==> config.mk <==
export PLATFORM = sky130hd
export DESIGN_NAME = frame_sequencer
export DESIGN_NICKNAME = d
export VERILOG_FILES = /design/src/rtl/frame_sequencer.sv
export SDC_FILE = /design/constraint.sdc
export NUM_CORES = 1
export LEC_CHECK = 0
export BUFFER_PORTS_ARGS = -buffer_cell sky130_fd_sc_hd__clkbuf_2
export CAP_MARGIN = 20
export CORE_MARGIN = 2
export CORE_UTILIZATION = 59
export DETAILED_ROUTE_END_ITERATION = 16
export PLACE_DENSITY = 0.81
export RECOVER_POWER = 100
export SLEW_MARGIN = 40
export SYNTH_ARGS = -nofsm -noshare
export SYNTH_HDL_FRONTEND = slang
export SYNTH_SLANG_ARGS = --single-unit
==> constraint.sdc <==
create_clock -name clk -period 3.8 [get_ports clk]
set_input_delay 0.19 -clock clk [delete_from_list [all_inputs] [get_ports clk]]
set_output_delay 0.19 -clock clk [all_outputs]
set_load 0.02 [all_outputs]
==> src/rtl/frame_sequencer.sv <==
// frame_sequencer: multi-frame control for the threshold reader/writer pair.
// Optional FRAME_STATS_EN adds last_Pair_Count and max_Gap statistics.
module frame_sequencer #(
  parameter int IMAGE_WIDTH     = 768,
  parameter int IMAGE_HEIGHT    = 512,
  parameter int RESET_HOLD      = 4,
  parameter int GAP_CYCLES      = 16,
  parameter int WATCHDOG_CYCLES = 4096
) (
  input  logic       clk,
  input  logic       reset,
  input  logic       start,
  input  logic [7:0] num_Frames,
  input  logic [7:0] threshold_In,
  input  logic       abort,
  output logic       reader_Reset_n,
  input  logic       reader_Vsync,
  input  logic       reader_Data_Valid,
  input  logic       reader_Done,
  output logic [7:0] threshold_Out,
  output logic       writer_Enable,
  output logic       busy,
  output logic       frame_Done,
  output logic [7:0] frames_Completed,
  output logic       error,
  output logic [1:0] error_Code
`ifdef FRAME_STATS_EN
  ,
  output logic [19:0] last_Pair_Count,
  output logic [15:0] max_Gap
`endif
);

  localparam int PAIRS = IMAGE_WIDTH / 2;
  localparam int PW = (PAIRS > 1) ? $clog2(PAIRS) : 1;
  localparam int LW = $clog2(IMAGE_HEIGHT + 1);
  localparam int HW = $clog2(RESET_HOLD + 1);
  localparam int GW = $clog2(GAP_CYCLES + 1);
  localparam int WW = $clog2(WATCHDOG_CYCLES + 1);

  typedef enum logic [2:0] {
    S_IDLE,
    S_HOLD,
    S_WAIT,
    S_RUN,
    S_GAP
  } state_t;

  state_t        state;
  state_t        nxt;
  logic [PW-1:0] pair_cnt;
  logic [LW-1:0] line_cnt;
  logic [HW-1:0] hold_cnt;
  logic [GW-1:0] gap_cnt;
  logic [WW-1:0] wd_cnt;
  logic [7:0]    frames_Target;
  logic          vsync_q;

  logic [PW-1:0] pair_nx;
  logic [LW-1:0] line_nx;
  logic          vs_rise;
  logic          activity;
  logic          wd_fire;
  logic          frame_good;
  logic [1:0]    fault_code;

  // Counts after this cycle's valid, plus watchdog and edge detection
  always_comb begin
    vs_rise  = reader_Vsync & ~vsync_q;
    activity = (reader_Vsync ^ vsync_q) | reader_Data_Valid;
    wd_fire  = !activity && (wd_cnt == WW'(WATCHDOG_CYCLES - 1));
    pair_nx  = pair_cnt;
    line_nx  = line_cnt;
    if (reader_Data_Valid) begin
      if (pair_cnt == PW'(PAIRS - 1)) begin
        pair_nx = '0;
        if (line_cnt != '1) line_nx = line_cnt + 1'b1;
      end else begin
        pair_nx = pair_cnt + 1'b1;
      end
    end
    frame_good = (line_nx == LW'(IMAGE_HEIGHT)) && (pair_nx == '0);
  end

  // Next-state decision; abort overrides everything outside IDLE
  always_comb begin
    nxt        = state;
    fault_code = 2'b00;
    unique case (state)
      S_IDLE: if (start && !abort) nxt = S_HOLD;
      S_HOLD: if (hold_cnt == HW'(RESET_HOLD - 1)) nxt = S_WAIT;
      S_WAIT: begin
        if (wd_fire) begin
          nxt        = S_IDLE;
          fault_code = 2'b01;
        end else if (vs_rise) begin
          nxt = S_RUN;
        end
      end
      S_RUN: begin
        if (wd_fire) begin
          nxt        = S_IDLE;
          fault_code = 2'b01;
        end else if (reader_Done) begin
          if (frame_good) begin
            nxt = S_GAP;
          end else begin
            nxt        = S_IDLE;
            fault_code = 2'b10;
          end
        end
      end
      S_GAP: begin
        if (gap_cnt == GW'(GAP_CYCLES - 1))
          nxt = (frames_Completed < frames_Target) ? S_HOLD : S_IDLE;
      end
      default: nxt = S_IDLE;
    endcase
    if (state != S_IDLE && abort) begin
      nxt        = S_IDLE;
      fault_code = 2'b11;
    end
  end

  // State register, registered outputs and per-state counters
  always_ff @(posedge clk or posedge reset) begin
    if (reset) begin
      state            <= S_IDLE;
      reader_Reset_n   <= 1'b0;
      threshold_Out    <= '0;
      writer_Enable    <= 1'b0;
      busy             <= 1'b0;
      frame_Done       <= 1'b0;
      frames_Completed <= '0;
      error            <= 1'b0;
      error_Code       <= 2'b00;
      frames_Target    <= '0;
      pair_cnt         <= '0;
      line_cnt         <= '0;
      hold_cnt         <= '0;
      gap_cnt          <= '0;
      wd_cnt           <= '0;
      vsync_q          <= 1'b0;
    end else begin
      state          <= nxt;
      vsync_q        <= reader_Vsync;
      reader_Reset_n <= (nxt == S_WAIT) || (nxt == S_RUN);
      writer_Enable  <= (nxt == S_RUN);
      busy           <= (nxt != S_IDLE);
      frame_Done     <= 1'b0;

      if (state == S_IDLE && nxt == S_HOLD) begin
        frames_Target    <= (num_Frames == 8'd0) ? 8'd1 : num_Frames;
        frames_Completed <= '0;
        error            <= 1'b0;
        error_Code       <= 2'b00;
      end

      if (fault_code != 2'b00) begin
        error      <= 1'b1;
        error_Code <= fault_code;
      end

      if (state == S_RUN && nxt == S_GAP) begin
        frame_Done <= 1'b1;
        if (frames_Completed != 8'hFF)
          frames_Completed <= frames_Completed + 8'd1;
      end

      if (state != S_HOLD && nxt == S_HOLD) begin
        threshold_Out <= threshold_In;
        hold_cnt      <= '0;
      end else if (state == S_HOLD) begin
        hold_cnt <= hold_cnt + 1'b1;
      end

      if (state == S_GAP) gap_cnt <= gap_cnt + 1'b1;
      else gap_cnt <= '0;

      if (state == S_RUN) begin
        pair_cnt <= pair_nx;
        line_cnt <= line_nx;
      end else begin
        pair_cnt <= '0;
        line_cnt <= '0;
      end

      if (nxt != state || activity ||
          !(state == S_WAIT || state == S_RUN))
        wd_cnt <= '0;
      else
        wd_cnt <= wd_cnt + 1'b1;
    end
  end

`ifdef FRAME_STATS_EN
  logic [19:0] run_pairs;
  logic [15:0] idle_run;
  logic [15:0] idle_inc;

  // Saturating length of the current idle stretch
  always_comb begin
    idle_inc = (idle_run == 16'hFFFF) ? idle_run : idle_run + 16'd1;
  end

  // Pair total per RUN and longest idle stretch inside RUN
  always_ff @(posedge clk or posedge reset) begin
    if (reset) begin
      run_pairs       <= '0;
      idle_run        <= '0;
      last_Pair_Count <= '0;
      max_Gap         <= '0;
    end else begin
      if (state == S_IDLE && nxt == S_HOLD) max_Gap <= '0;
      if (state != S_RUN) begin
        run_pairs <= '0;
        idle_run  <= '0;
      end else begin
        if (reader_Data_Valid) begin
          run_pairs <= run_pairs + 20'd1;
          idle_run  <= '0;
        end else begin
          idle_run <= idle_inc;
          if (idle_inc > max_Gap) max_Gap <= idle_inc;
        end
        if (nxt != S_RUN)
          last_Pair_Count <= run_pairs + 20'(reader_Data_Valid);
      end
    end
  end
`endif

endmodule

==> results.cfg <==
[power_and_ir_drop]
clkPwrFrac_pct = 26.2
combPwrFrac_pct = 28.3
peakVddDrop_mv = 0.4172
power_frac_seq_pct = 45.5
p_int_w = 0.001451
p_per_area_nw_per_um2 = 490.0
swShare_pct = 35.40
p_leak_nw = 1.999
power_switching_w = 0.0007953

[logic_synthesis]
synth_edf_count = 0
synth-main-ff-cell = dfrtp_1
yosysWarningCount = 0
avgSynthCellArea_sq_um = 10.06
synth_seq_cells = 75
syn_nets = 451
synth-async-reset-ratio_pct = 100.0
yosysSeqAreaShare_pct = 45.26
synth_area_sq_um = 4146
synthCells = 412
yosys.cell_types.count = 71

[die]
fp.dieW_um = 87.83
core_area_sq_um = 6794
die_area_sq_um = 7714
core.rowCount = 30
start_util_pct = 61.03
die-height_um = 87.83
io_pins = 46

[cells_and_area]
fin_nets = 498
num_antenna_cells = 0
fin_area_sq_um = 4584
drive_gt1_share_pct = 16.59
fillers = 544
fin_util_pct = 67.48
syn2layout_area_growth_pct = 10.56

[clock_tree]
cts_buffers = 9
clkSinkCount = 75
cts_setup_buffers = 0
cts_tree = yes
insertion_delay_ns = 0.37
htreeDepth = 3
clockBufferDepth = 2
root_buffer = clkbuf_8
clk_pin_slew_ns = 0.09

[sta]
rsz0062_at_grt = false
maxSlewHeadroom_pct = -25.77
tightest_slew_ns = 1.876
fin_skew_ns = 0.01133
fin_crit_ns = 3.485
finalSetupViolCount = 0
finalCritPeriodShare_pct = 91.71
fin_setup_tns_ns = 0
fmax_mhz = 287.0
final_max_slew_viol_count = 45
finalHoldViolations = 0

[worst_setup_path]
cp.required_ns = 4.05
cpMaxStageDelayCell = nor4_1
worstSetupPathType = reg -> reg
crit_path_end_kind = flop
crit_chain = ha_1 > nand4_4 > nor4_1 > mux2_2 > a2111o_1 > nor4_4 > a21oi_1 > or2_1 > a32o_1
critPathLaunchType = flop
worst-path-max-fanout = 8
critPathArrivalTime_ns = 3.74
crit_path_max_incr_delay_ns = 0.49

[global_route]
grt_overflow = 0
grt_pass1_wl_mm = 14.33
antenna_found_initial = 0
grt_pass1_vias = 3026
grt_max_degree = 45
grt.total_usage_pct = 23.83

[routing]
wl_per_cell_um = 15.19
wl_met2_mm = 4.138
top_layer_used = met4
drcViolationCount = 0
m1WireLength_mm = 3.941
drt-initial-drc-count = 151
wl_met3_um = 301
vias = 3230
via_per_inst = 5.768
wl_mm = 8.508
firstDrtPassIters = 4
drtAntennaViolNets = 0

[outcome]
status = finished with violations
violations = capacitance limit, slew limit

[placement]
port-buffer-count = 45
gp_congestion = 0.8819
dpl-instance-area_sq_um = 4437
post-dp-hpwl_mm = 6.000

[run]
cap_violations = 1

[min_path]
min_path_type = in -> reg
==> worst max-delay path: cells and delay by family (launching register included) <==
family | cells | cell delay (ns)
compound gates | 3 | 0.86
simple gates | 4 | 1.38
mux | 1 | 0.39
flops | 1 | 0.46
fa+ha+maj | 1 | 0.28
==> cell usage in the layout (no fill, tap or decap), types with 4 or more instances in the layout <==
cell      instances
dfrtp_1          75
nor2_1           47
nand2_1          28
clkbuf_1         24
clkbuf_2         22
inv_1            19
nand3_1          17
a21oi_1          17
mux2_2           17
ha_1             16
xor2_1           13
o21ai_0          12
xnor2_1          12
nor3_1           11
clkbuf_8          9
nand4_1           8
and3_1            8
nor4_1            7
a211oi_1          7
o211ai_1          6
nand2b_1          6
nor2b_1           4
mux2i_1           4
a21o_1            4
==> synth_stat cells, drive strengths merged, types with 5 or more instances <==
master | instances | area (sq um)
a211oi | 7 | 52.55
a21oi | 17 | 96.35
and3 | 10 | 65.06
buf | 9 | 61.30
clkbuf | 5 | 18.77
dfrtp | 75 | 1877
ha | 16 | 200.2
inv | 20 | 75.07
mux2 | 17 | 191.4
nand2 | 28 | 105.1
nand2b | 6 | 37.54
nand3 | 18 | 95.09
nand4 | 10 | 92.59
nor2 | 47 | 176.4
nor3 | 12 | 70.07
nor4 | 8 | 71.32
o211ai | 6 | 45.04
o21ai | 12 | 60.06
xnor2 | 12 | 105.1
xor2 | 13 | 113.9
==> state kept, by name (all words and copies together), names as in the netlist, 5 cells and up <==
name	cells
wd_cnt	13
line_cnt	10
pair_cnt	9
frames_Completed	8
frames_Target	8
threshold_Out	8
gap_cnt	5
==> repair_timing <==
item                      4_1_cts  5_1_grt
hold endpoints to repair       44        0
hold buffers                    2        0
gates resized for setup         0        0
==> through the flow <==
stage | worst slack, ns | cells | hold slack [ns] | power, W
2_1_floorplan | 0.6650 | 412 | 0.2214 | 0.001503
3_3_place_gp | 0.5203 | 542 | 0.3234 | 0.001664
3_5_place_dp | 0.4046 | 542 | 0.2680 | 0.001691
4_1_cts | 0.3939 | 560 | 0.05692 | 0.002273
5_1_grt | 0.1253 | 560 | 0.05315 | 0.002381
6_report | 0.3152 | 560 | 0.05414 | 0.002247
==> power by group through the flow <==
stage,sequential [W],clock [W],combinational (W)
after global routing,0.00104,0.000634,0.000706
after CTS,0.00102,0.000592,0.000661
after global placement,0.00103,0,0.000637
final,0.00102,0.000588,0.000637
after detailed placement,0.00103,0,0.000658
after floorplan,0.00111,0,0.000397
==> logic make-up after synthesis <==
logic type / Yosys count / share of synthesized area, %
fa+ha+maj: 16 / 4.828
flops: 75 / 45.26
simple gates: 167 / 22.63
mux: 21 / 5.582
compound gates: 74 / 12.67
xor+xnor: 25 / 5.281
buf+inv: 34 / 3.741
==> layout make-up <==
class	instances	area [sq um]	area share (%)
inverters	20	76.32	1.665
well taps	96	120.1	2.620
multi-input cells	303	2092	45.63
clock buffers	9	123.9	2.702
flip-flops and latches	75	1877	40.94
clock inverters	7	60.06	1.310
repair buffers	50	235.2	5.131
==> path summary, 6_finish.rpt <==
path	slack (ns)	end	depth (start not counted)	start
worst max-delay path	0.32	frames_Completed[4]	9	pair_cnt[0]
worst min-delay path	0.05	threshold_Out[7]	2	threshold_In[7]
max in group asynchronous	1.48	gap_cnt[4]	4	reset
worst min register to register	0.48	gap_cnt[0]	1	gap_cnt[0]
min in group asynchronous	0.83	threshold_Out[5]	3	reset
worst max register to register	0.32	frames_Completed[4]	9	pair_cnt[0]
==> per-layer routing <==
metal / up-vias / track usage (%)
met5: - / 0
met1: 1559 / 33.21
met2: 80 / 37.67
li1: 1578 / -
met3: 13 / 4.053
met4: 0 / 8.811
No activity file was read; power rests on OpenSTA's default activity.
